$ cat config.mk
export PLATFORM = sky130hd
export DESIGN_NAME = pong_graph_anim
export DESIGN_NICKNAME = d
export VERILOG_FILES = /design/src/rtl/pong_graph_anim.sv
export SDC_FILE = /design/constraint.sdc
export NUM_CORES = 1
export LEC_CHECK = 0
export BUFFER_PORTS_ARGS = -buffer_cell sky130_fd_sc_hd__buf_2
export CAP_MARGIN = 10
export CORE_MARGIN = 2
export CORE_UTILIZATION = 55
export CTS_CLUSTER_DIAMETER = 100
export DETAILED_ROUTE_END_ITERATION = 6
export PLACE_DENSITY = 0.82
export SLEW_MARGIN = 20
export SYNTH_ARGS = -nofsm -noshare
export SYNTH_HDL_FRONTEND = slang
export SYNTH_SLANG_ARGS = --single-unit
$ cat constraint.sdc
create_clock -name clk -period 5.61 [get_ports clk]
set_clock_uncertainty 0.1 [all_clocks]
set_input_delay 1.122 -clock clk [delete_from_list [all_inputs] [get_ports clk]]
set_output_delay 1.122 -clock clk [all_outputs]
set_load 0.005 [all_outputs]
$ cat src/rtl/pong_graph_anim.sv
`default_nettype none
// +----------------------------------------------------------------------------+
// | Module   : pong_graph_anim                                                  |
// | Purpose  : Pong pixel-graphics and animation stage. Moves the paddle from   |
// |            the push-buttons and bounces the ball once per frame, renders    |
// |            the registered RGB colour of the current pixel and emits         |
// |            single-cycle hit / miss events for the score logic.              |
// | Ports    : clk, reset (async, active-high)                                   |
// |            btn[1:0]        {down, up}, synchronised levels                   |
// |            video_on        visible-area flag from the timing generator      |
// |            p_tick          25 MHz pixel strobe                               |
// |            pixel_x/_y      current pixel coordinates                         |
// |            rgb[2:0]        registered {R,G,B}                                |
// |            hit / miss      one-clk pulses after the frame tick               |
// | Options  : PONG_ROUND_BALL_EN - mask the ball with an 8x8 round ROM          |
// | Revision : 1.0 - initial release                                             |
// +----------------------------------------------------------------------------+
module pong_graph_anim #(
  parameter int PADDLE_V = 4,
  parameter int BALL_V   = 2
) (
  input  logic       clk,
  input  logic       reset,
  input  logic [1:0] btn,
  input  logic       video_on,
  input  logic       p_tick,
  input  logic [9:0] pixel_x,
  input  logic [9:0] pixel_y,
  output logic [2:0] rgb,
  output logic       hit,
  output logic       miss
);

  localparam logic [9:0]  PAD_Y_INIT     = 10'd204;
  localparam logic [9:0]  BALL_X_INIT    = 10'd320;
  localparam logic [9:0]  BALL_Y_INIT    = 10'd240;
  localparam logic [9:0]  V_POS          = 10'(BALL_V);
  localparam logic [9:0]  V_NEG          = 10'(-BALL_V);
  localparam logic [9:0]  PAD_STEP       = 10'(PADDLE_V);
  localparam logic [10:0] PAD_DOWN_LIMIT = 11'(479 - PADDLE_V);

  logic [9:0] pad_y_q,  pad_y_d;
  logic [9:0] ball_x_q, ball_x_d;
  logic [9:0] ball_y_q, ball_y_d;
  logic [9:0] dx_q,     dx_d;
  logic [9:0] dy_q,     dy_d;
  logic [2:0] rgb_q,    rgb_d;
  logic       hit_q,    hit_d;
  logic       miss_q,   miss_d;

  logic        ref_tick;
  logic        dx_pos;
  logic [10:0] pad_bot;
  logic [10:0] ball_r;
  logic [10:0] ball_b;
  logic        wall_on;
  logic        pad_on;
  logic        ball_sq_on;
  logic        ball_on;

  // One clk per frame, inside vertical blanking, so motion never tears.
  assign ref_tick = p_tick && (pixel_x == 10'd0) && (pixel_y == 10'd481);

  // Far edges widened by one bit so that +71 / +7 never wrap.
  assign pad_bot = {1'b0, pad_y_q}  + 11'd71;
  assign ball_r  = {1'b0, ball_x_q} + 11'd7;
  assign ball_b  = {1'b0, ball_y_q} + 11'd7;
  assign dx_pos  = !dx_q[9] && (dx_q != 10'd0);

  // ---------------------------------------------------------------------------
  // Motion: paddle, ball velocity and position, hit / miss events
  // ---------------------------------------------------------------------------
  always_comb begin
    pad_y_d  = pad_y_q;
    ball_x_d = ball_x_q;
    ball_y_d = ball_y_q;
    dx_d     = dx_q;
    dy_d     = dy_q;
    hit_d    = 1'b0;
    miss_d   = 1'b0;

    if (ref_tick) begin
      case (btn)
        2'b10: if (pad_bot < PAD_DOWN_LIMIT) pad_y_d = pad_y_q + PAD_STEP;
        2'b01: if (pad_y_q > PAD_STEP)       pad_y_d = pad_y_q - PAD_STEP;
        default: ;
      endcase

      if (ball_x_q > 10'd639) begin
        // Ball left the right edge: serve again from the centre.
        ball_x_d = BALL_X_INIT;
        ball_y_d = BALL_Y_INIT;
        dx_d     = V_POS;
        dy_d     = V_POS;
        miss_d   = 1'b1;
      end else begin
        if (ball_y_q <= 10'd1)
          dy_d = V_POS;
        else if (ball_b >= 11'd478)
          dy_d = V_NEG;

        if (ball_x_q <= 10'd35) begin
          dx_d = V_POS;
        end else if ((ball_r >= 11'd600) && (ball_r <= 11'd603) &&
                     (ball_b >= {1'b0, pad_y_q}) &&
                     ({1'b0, ball_y_q} <= pad_bot) && dx_pos) begin
          dx_d  = V_NEG;
          hit_d = 1'b1;
        end

        // Position advances with the freshly chosen velocity (mod 1024).
        ball_x_d = ball_x_q + dx_d;
        ball_y_d = ball_y_q + dy_d;
      end
    end
  end

  // ---------------------------------------------------------------------------
  // Rendering
  // ---------------------------------------------------------------------------
  assign wall_on    = (pixel_x >= 10'd32) && (pixel_x <= 10'd35);
  assign pad_on     = (pixel_x >= 10'd600) && (pixel_x <= 10'd603) &&
                      (pixel_y >= pad_y_q) && ({1'b0, pixel_y} <= pad_bot);
  assign ball_sq_on = (pixel_x >= ball_x_q) && ({1'b0, pixel_x} <= ball_r) &&
                      (pixel_y >= ball_y_q) && ({1'b0, pixel_y} <= ball_b);

`ifdef PONG_ROUND_BALL_EN
  logic [2:0] rom_row;
  logic [2:0] rom_col;
  logic [7:0] rom_bits;

  // Offsets inside the ball only need 3 bits, so subtract the low bits alone.
  assign rom_row = pixel_y[2:0] - ball_y_q[2:0];
  assign rom_col = pixel_x[2:0] - ball_x_q[2:0];

  always_comb begin
    case (rom_row)
      3'd0, 3'd7: rom_bits = 8'b0011_1100;
      3'd1, 3'd6: rom_bits = 8'b0111_1110;
      default:    rom_bits = 8'b1111_1111;
    endcase
  end

  // Column 0 is the MSB of the ROM row.
  assign ball_on = ball_sq_on && rom_bits[3'd7 - rom_col];
`else
  assign ball_on = ball_sq_on;
`endif

  always_comb begin
    rgb_d = 3'b110;
    if (!video_on)
      rgb_d = 3'b000;
    else if (wall_on)
      rgb_d = 3'b001;
    else if (pad_on)
      rgb_d = 3'b010;
    else if (ball_on)
      rgb_d = 3'b100;
  end

  // ---------------------------------------------------------------------------
  // State registers
  // ---------------------------------------------------------------------------
  always_ff @(posedge clk or posedge reset) begin
    if (reset) begin
      pad_y_q  <= PAD_Y_INIT;
      ball_x_q <= BALL_X_INIT;
      ball_y_q <= BALL_Y_INIT;
      dx_q     <= V_POS;
      dy_q     <= V_POS;
      rgb_q    <= 3'b000;
      hit_q    <= 1'b0;
      miss_q   <= 1'b0;
    end else begin
      pad_y_q  <= pad_y_d;
      ball_x_q <= ball_x_d;
      ball_y_q <= ball_y_d;
      dx_q     <= dx_d;
      dy_q     <= dy_d;
      rgb_q    <= rgb_d;
      hit_q    <= hit_d;
      miss_q   <= miss_d;
    end
  end

  assign rgb  = rgb_q;
  assign hit  = hit_q;
  assign miss = miss_q;

endmodule
`default_nettype wire

==> implementation parameters, run 1 <==
Parameter                              Value

Layout
  Share of layout cells above drive strength 1 ... 0.100
  Non-filler instance count after layout ... 803
  Leading cell type in the layout, fill and taps excluded ... sky130_fd_sc_hd__ha_1
  Net count of the finished layout ... between 700 and 800
  Final core utilization ... 0.601
  Area Overhead vs Synth ... 6.64%
  Antenna fix cells ... 0
  Most used cells in the layout excluding fill and tap cells ... 96 x sky130_fd_sc_hd__ha_1, 51 x sky130_fd_sc_hd__inv_1, 45 x sky130_fd_sc_hd__nor2_1, 41 x sky130_fd_sc_hd__nand2_1, 41 x sky130_fd_sc_hd__dfrtp_1

Detailed routing
  Number of antenna-violating nets in the routed design ... 0
  Via count ... 5051
  Routed len/inst ... 18.5 um
  DRC ... 0
  Length of the first detailed-routing pass in iterations ... 5
  Via/cell ratio ... ~6.3
  First-iteration detailed-routing DRC count ... 313
  Wirelength, routed ... approximately 15000 um

Logic synthesis
  Number of synthesized register bits ... between 50 and 60
  Syn Area/Cell ... 8.50 um^2
  Synthesized instance count ... 645
  Number of synthesized flops with an enable pin ... 0
  Yosys cell types ... 68
  Syn Nets ... a little under 800
  Proportion of register bits with asynchronous set or reset after synthesis ... 1.00
  Yosys synthesis warning count ... 0
  Sequential-to-total area share from yosys stat ... 0.245
  Synthesized cell area ... 5480 um^2
  Ys flop type ... sky130_fd_sc_hd__dfrtp_1

Critical path
  Max FO, Critical Path ... 9
  Data required time of the worst path ... approximately 5700 ps
  Crit Path Class ... register to register
  Endpoint class of the critical path ... register
  Startpoint class of the critical path ... register
  Arrival time at the worst endpoint ... 5220 ps

STA
  Shortest period the worst path allows ... approximately 5000 ps
  Number of setup violations in the final report ... 0
  Achievable Freq ... 196 MHz
  Setup TNS ... 0 ps
  Relative slew slack ... 0.354
  Fin worst setup slack ... between 400 and 500 ps
  Post-route clock period utilization ... 0.912
  Pin slew with the least headroom to its limit ... ~970 ps
  Fin Hold WS ... 415 ps
  Final hold violations ... 0
  Final count of pins violating max slew ... 0
  Setup repair after global routing missed its margin ... no

Die
  Number of placement rows ... 36
  Area of the die ... 10800 um^2
  Die height ... 104 um
  Total I/O pin count ... 31
  Die width ... just over 100 um
  Core box area ... approximately 9700 um^2
  Effective utilization at floorplan ... 0.564

GRT
  Antenna violations before repair ... 0
  Largest net degree at the start of global routing ... 54
  Number of global-route vias before repair ... 5015
  Grt total ovfl ... 0
  First-pass GRT wire length ... 24400 um
  Combined global-route utilization of all metal layers ... 0.276

Place
  Worst slack at placement ... 597 ps
  Count of placed standard cells including taps ... 795
  DP HPWL ... 11600 um
  Weighted congestion reported at the end of routability-driven placement ... 0.931
  Count of input and output buffers ... 30

Clocking
  Number of buffers inserted to repair setup after CTS ... 0
  Post-cts resize count ... 0
  Clock Sinks ... 53
  CTS H-Tree Depth ... 2
  # hold bufs at CTS ... 0
  Cell at the root of the clock tree ... sky130_fd_sc_hd__clkbuf_8
  Insertion delay to the later sink of the worst-skew pair ... 320 ps
  Clock buffers created by TritonCTS ... 5
  Clock-pin slew reported for the worst setup and hold paths after clock tree synthesis ... 120 ps
  Number of buffers on the longest clock path ... 2
  TritonCTS clock tree ... built

Status
  Status ... finished, final reports clean

Min path
  Tightest Hold Check Type ... register to register

Run
  Max-cap viol count ... 0

Power and ir drop
  Pwr Density ... 120 nW/um^2
  P_leak ... 2.72 nW
  Highest ir drop seen on vdd ... 0.104 mV
-- report_power, final --
group	switching [mW]	internal [mW]
combinational	0.0462	0.0299
sequential	0.000223	0.383
clock	0.150	0.0914
-- kinds of logic (layout without fill, tap and decap cells) --
group,Yosys count,in the layout,synth area share
AND/OR/NAND/NOR,212,212,0.204
AO/OA/AOI/OAI,162,162,0.194
adder cells (fa/ha/maj),98,98,0.226
buffers and inverters,72,97,0.0518
flip-flops,53,53,0.245
XOR/XNOR,45,45,0.0733
multiplexers,3,3,0.00548
-- synth_stat cells (12+ instances only) --
| cell | n | area share |
|---|---|---|
| sky130_fd_sc_hd__nand2_1 | 41 | 0.028 |
| sky130_fd_sc_hd__o21ai_0 | 35 | 0.032 |
| sky130_fd_sc_hd__nand4_1 | 14 | 0.016 |
| sky130_fd_sc_hd__a21o_1 | 14 | 0.019 |
| sky130_fd_sc_hd__a21oi_1 | 36 | 0.033 |
| sky130_fd_sc_hd__nor2_1 | 45 | 0.031 |
| sky130_fd_sc_hd__nand2b_1 | 12 | 0.014 |
| sky130_fd_sc_hd__ha_1 | 96 | 0.22 |
| sky130_fd_sc_hd__dfrtp_1 | 41 | 0.19 |
| sky130_fd_sc_hd__inv_1 | 52 | 0.036 |
| sky130_fd_sc_hd__dfstp_2 | 12 | 0.058 |
| sky130_fd_sc_hd__nand3_1 | 27 | 0.025 |
| sky130_fd_sc_hd__o21a_1 | 16 | 0.022 |
| sky130_fd_sc_hd__xnor2_1 | 37 | 0.059 |
-- stage by stage --
step | power (mW) | area (um^2)
after floorplan | 0.432 | 5480
after global placement | 0.462 | 5750
after detailed placement | 0.465 | 5750
after CTS | 0.701 | 5850
after global routing | 0.730 | 5850
final | 0.701 | 5850
-- cell type report --
class | count | area (um^2)
Fill cell | 863 | 3880
Multi-Input combinational cell | 520 | 3860
Sequential cell | 53 | 1340
Inverter | 55 | 206
Timing Repair Buffer | 34 | 180
Tap cell | 133 | 166
Clock buffer | 5 | 68.8
Clock inverter | 3 | 26.3
-- sequential cells by signal (all words and copies together), names as in the netlist --
register  count
ball_x_q     10
ball_y_q     10
dx_q         10
dy_q         10
hit           1
miss          1
pad_y_q       8
rgb           3
-- path summary, 6_finish.rpt --
path | startpoint | end | slack [ps] | cells after the start
worst max register to register | ball_y_q[4] | ball_x_q[9] | 500 | 20
max in group asynchronous | reset | pad_y_q[9] | 4070 | 3
worst min-delay path | dx_q[7] | dx_q[7] | 420 | 1
min in group asynchronous | reset | miss | 880 | 3
worst max-delay path | ball_y_q[4] | ball_x_q[9] | 500 | 20
worst min register to register | dx_q[7] | dx_q[7] | 420 | 1
-- metal layers --
layer / GRT usage / wire length (um)
met5: 0 / 0
met4: 0.120 / 506
met3: 0.0378 / 936
met2: 0.458 / 6970
met1: 0.360 / 6440
-- critical path, stage by stage (launching register included) --
cell                        delay (ps)
sky130_fd_sc_hd__dfstp_2           610
sky130_fd_sc_hd__and3_1            220
sky130_fd_sc_hd__and3_1            190
sky130_fd_sc_hd__nand3_1           100
sky130_fd_sc_hd__xnor2_1           340
sky130_fd_sc_hd__inv_1              90
sky130_fd_sc_hd__ha_1              300
sky130_fd_sc_hd__and3_1            170
sky130_fd_sc_hd__a221o_1           320
sky130_fd_sc_hd__nor2_1             80
sky130_fd_sc_hd__o21ai_0           240
sky130_fd_sc_hd__and2_1            330
sky130_fd_sc_hd__or3_1             370
sky130_fd_sc_hd__ha_1              290
sky130_fd_sc_hd__a21o_1            170
sky130_fd_sc_hd__a21o_1            220
sky130_fd_sc_hd__o2111a_1          260
sky130_fd_sc_hd__nor2_1            180
sky130_fd_sc_hd__o2111ai_1         170
sky130_fd_sc_hd__xor2_1            160
sky130_fd_sc_hd__o22ai_1            80
(Power assumes the default switching activity.)
==> run 2, diff against run 1 <==
--- a/config.mk
+++ b/config.mk
@@ -7,7 +7,6 @@
 export LEC_CHECK = 0
 export BUFFER_PORTS_ARGS = -buffer_cell sky130_fd_sc_hd__buf_2
 export CAP_MARGIN = 10
-export CORE_MARGIN = 2
 export CORE_UTILIZATION = 55
 export CTS_CLUSTER_DIAMETER = 100
 export DETAILED_ROUTE_END_ITERATION = 6
==> run 2 against run 1 <==
Effect of this change:
- global-route usage is 2.3 points higher
- largest power group unchanged
- clock power about the same
- sequential cell count unchanged
- register-to-register slack worse by 70 ps
- die area down 3.8%
- critical endpoint unchanged
- total power is 0.38% higher
- via count is 1.1% higher
==> implementation parameters, run 2 (synthesis gave the netlist of run 1 again) <==
Parameter                              Value

Critical path
  Startpoint class of the critical path ... register
  Worst-case register-to-register setup slack ... 430 ps
  Source of the worst register-to-register timing path ... ball_y_q[5]
  End of the worst register-to-register path ... ball_x_q[9]
  Crit Path Class ... register to register
  Crit-path cells ... and3_1, and3_1, nand3_1, xnor2_1, inv_1, ha_1, and3_1, a221o_1, nor2_1, o21ai_0, and2_1, or3_1, ha_1, a21o_1, a21o_1, o2111a_1, nor2_1, o2111ai_1, xor2_1, o22ai_1
  Library cell contributing the largest single delay on the critical path ... sky130_fd_sc_hd__dfstp_2
  Max FO, Critical Path ... 9
  Dominant cell type by count on the critical path ... sky130_fd_sc_hd__and3_1
  Endpoint class of the critical path ... register
  Depth of the worst register-to-register path ... 20
  CP peak stage delay ... about 630 ps
  Data required time of the worst path ... 5720 ps
  Arrival time at the worst endpoint ... around 5300 ps
  Combined buffer and inverter count along the critical path ... 1
  Top Family by Delay on Critical Path ... simple AND/OR/NAND/NOR gates

STA
  Pin slew with the least headroom to its limit ... roughly 940 ps
  Fin worst setup slack ... 429 ps
  Setup TNS ... 0 ps
  Post-route clock period utilization ... 0.924
  Final count of pins violating max slew ... 0
  Final hold violations ... 0
  Number of setup violations in the final report ... 0
  Shortest period the worst path allows ... 5180 ps
  Setup repair after global routing missed its margin ... no
  Achievable Freq ... approximately 190 MHz
  Relative slew slack ... 0.374

Layout
  Leading cell type in the layout, fill and taps excluded ... sky130_fd_sc_hd__ha_1
  Most used cells in the layout excluding fill and tap cells ... 96 x sky130_fd_sc_hd__ha_1, 51 x sky130_fd_sc_hd__inv_1, 45 x sky130_fd_sc_hd__nor2_1, 41 x sky130_fd_sc_hd__nand2_1, 41 x sky130_fd_sc_hd__dfrtp_1
  Antenna fix cells ... 0
  Share of layout cells above drive strength 1 ... 0.101
  Final core utilization ... 0.602
  Net count of the finished layout ... approximately 790
  Non-Filler Cell Area, Final ... 5850 um^2
  Non-filler instance count after layout ... between 800 and 900
  Area Overhead vs Synth ... 6.78%

Detailed routing
  Wirelength, routed ... about 15000 um
  DRC ... 0
  Number of antenna-violating nets in the routed design ... 0
  Via/cell ratio ... ~6.4
  Routed len/inst ... roughly 19 um
  Via count ... 5108
  Length of the first detailed-routing pass in iterations ... 5
  First-iteration detailed-routing DRC count ... ~310

Clocking
  # hold bufs at CTS ... 0
  Clock buffers created by TritonCTS ... 5
  Cell at the root of the clock tree ... sky130_fd_sc_hd__clkbuf_8
  Clock Sinks ... 53
  TritonCTS clock tree ... built
  CTS H-Tree Depth ... 2
  Post-cts resize count ... 0
  Clock-pin slew reported for the worst setup and hold paths after clock tree synthesis ... roughly 120 ps
  Insertion delay to the later sink of the worst-skew pair ... approximately 330 ps
  Number of buffers on the longest clock path ... 2
  Number of buffers inserted to repair setup after CTS ... 0

Run
  Max-cap viol count ... 0

Die
  Total I/O pin count ... 31
  Core box area ... approximately 9700 um^2
  Die height ... ~100 um
  Die width ... just over 100 um
  Number of placement rows ... 36
  Area of the die ... 10400 um^2
  Effective utilization at floorplan ... 0.564

GRT
  Largest net degree at the start of global routing ... 54
  Grt total ovfl ... 0
  Number of global-route vias before repair ... ~5000
  First-pass GRT wire length ... roughly 24000 um
  Combined global-route utilization of all metal layers ... 0.300
  Antenna violations before repair ... 0

Power and ir drop
  Pwr Density ... about 120 nW/um^2
  Highest ir drop seen on vdd ... 0.110 mV
  P_leak ... 2.72 nW

Place
  Count of placed standard cells including taps ... between 700 and 800
  Weighted congestion reported at the end of routability-driven placement ... 0.945
  Placed Area ... 5760 um^2
  Count of input and output buffers ... 30
  DP HPWL ... 11900 um
  Worst slack at placement ... 547 ps

Min path
  Hold Path Origin ... dy_q[0]
  Tightest Hold Check Type ... register to register
  Hold path cells ... 1
  Hold worst-path end ... dy_q[0]

Status
  Status ... finished, final reports clean
==> run 2: changes by cell type in the layout (fill, tap and decap cells not counted) <==
cell and delta:
sky130_fd_sc_hd__buf_4 +1
==> run 2: where the power goes <==
group	internal, mW	switching, mW	leakage, nW
Combinational	0.0301	0.0470	2.05
Sequential	0.383	0.000189	0.636
Clock	0.0913	0.152	0.0423
==> run 2: worst max path at each step <==
stage / from / end / depth (start not counted)
global route: pad_y_q[2] / ball_x_q[8] / 20
CTS: ball_y_q[5] / ball_x_q[9] / 20
finish: ball_y_q[5] / ball_x_q[9] / 20
detailed placement: pad_y_q[2] / ball_x_q[8] / 20
global placement: pad_y_q[2] / ball_x_q[8] / 20
floorplan: ball_y_q[5] / ball_x_q[5] / 21
==> run 2: layout make-up <==
cell class                      instances  area, um^2
Multi-Input combinational cell        520        3860
Sequential cell                        53        1340
Timing Repair Buffer                   35         188
Clock inverter                          3        26.3
Inverter                               55         206
Tap cell                              133         166
Clock buffer                            5        68.8
Fill cell                             886        3870
==> run 2: metrics by stage <==
step                power (mW)  hold slack (ps)
floorplan                0.432              355
global placement         0.463              382
detailed placement       0.467              388
CTS                      0.706              418
global route             0.730              439
finish                   0.703              411
==> run 2: layer usage <==
metal / vias to the layer above / share of wire / GRT usage
li1: 2390 / - / -
met1: 2470 / 0.42 / 0.376
met2: 196 / 0.48 / 0.503
met3: 52 / 0.061 / 0.0499
met4: 0 / 0.039 / 0.145
met5: - / 0 / 0
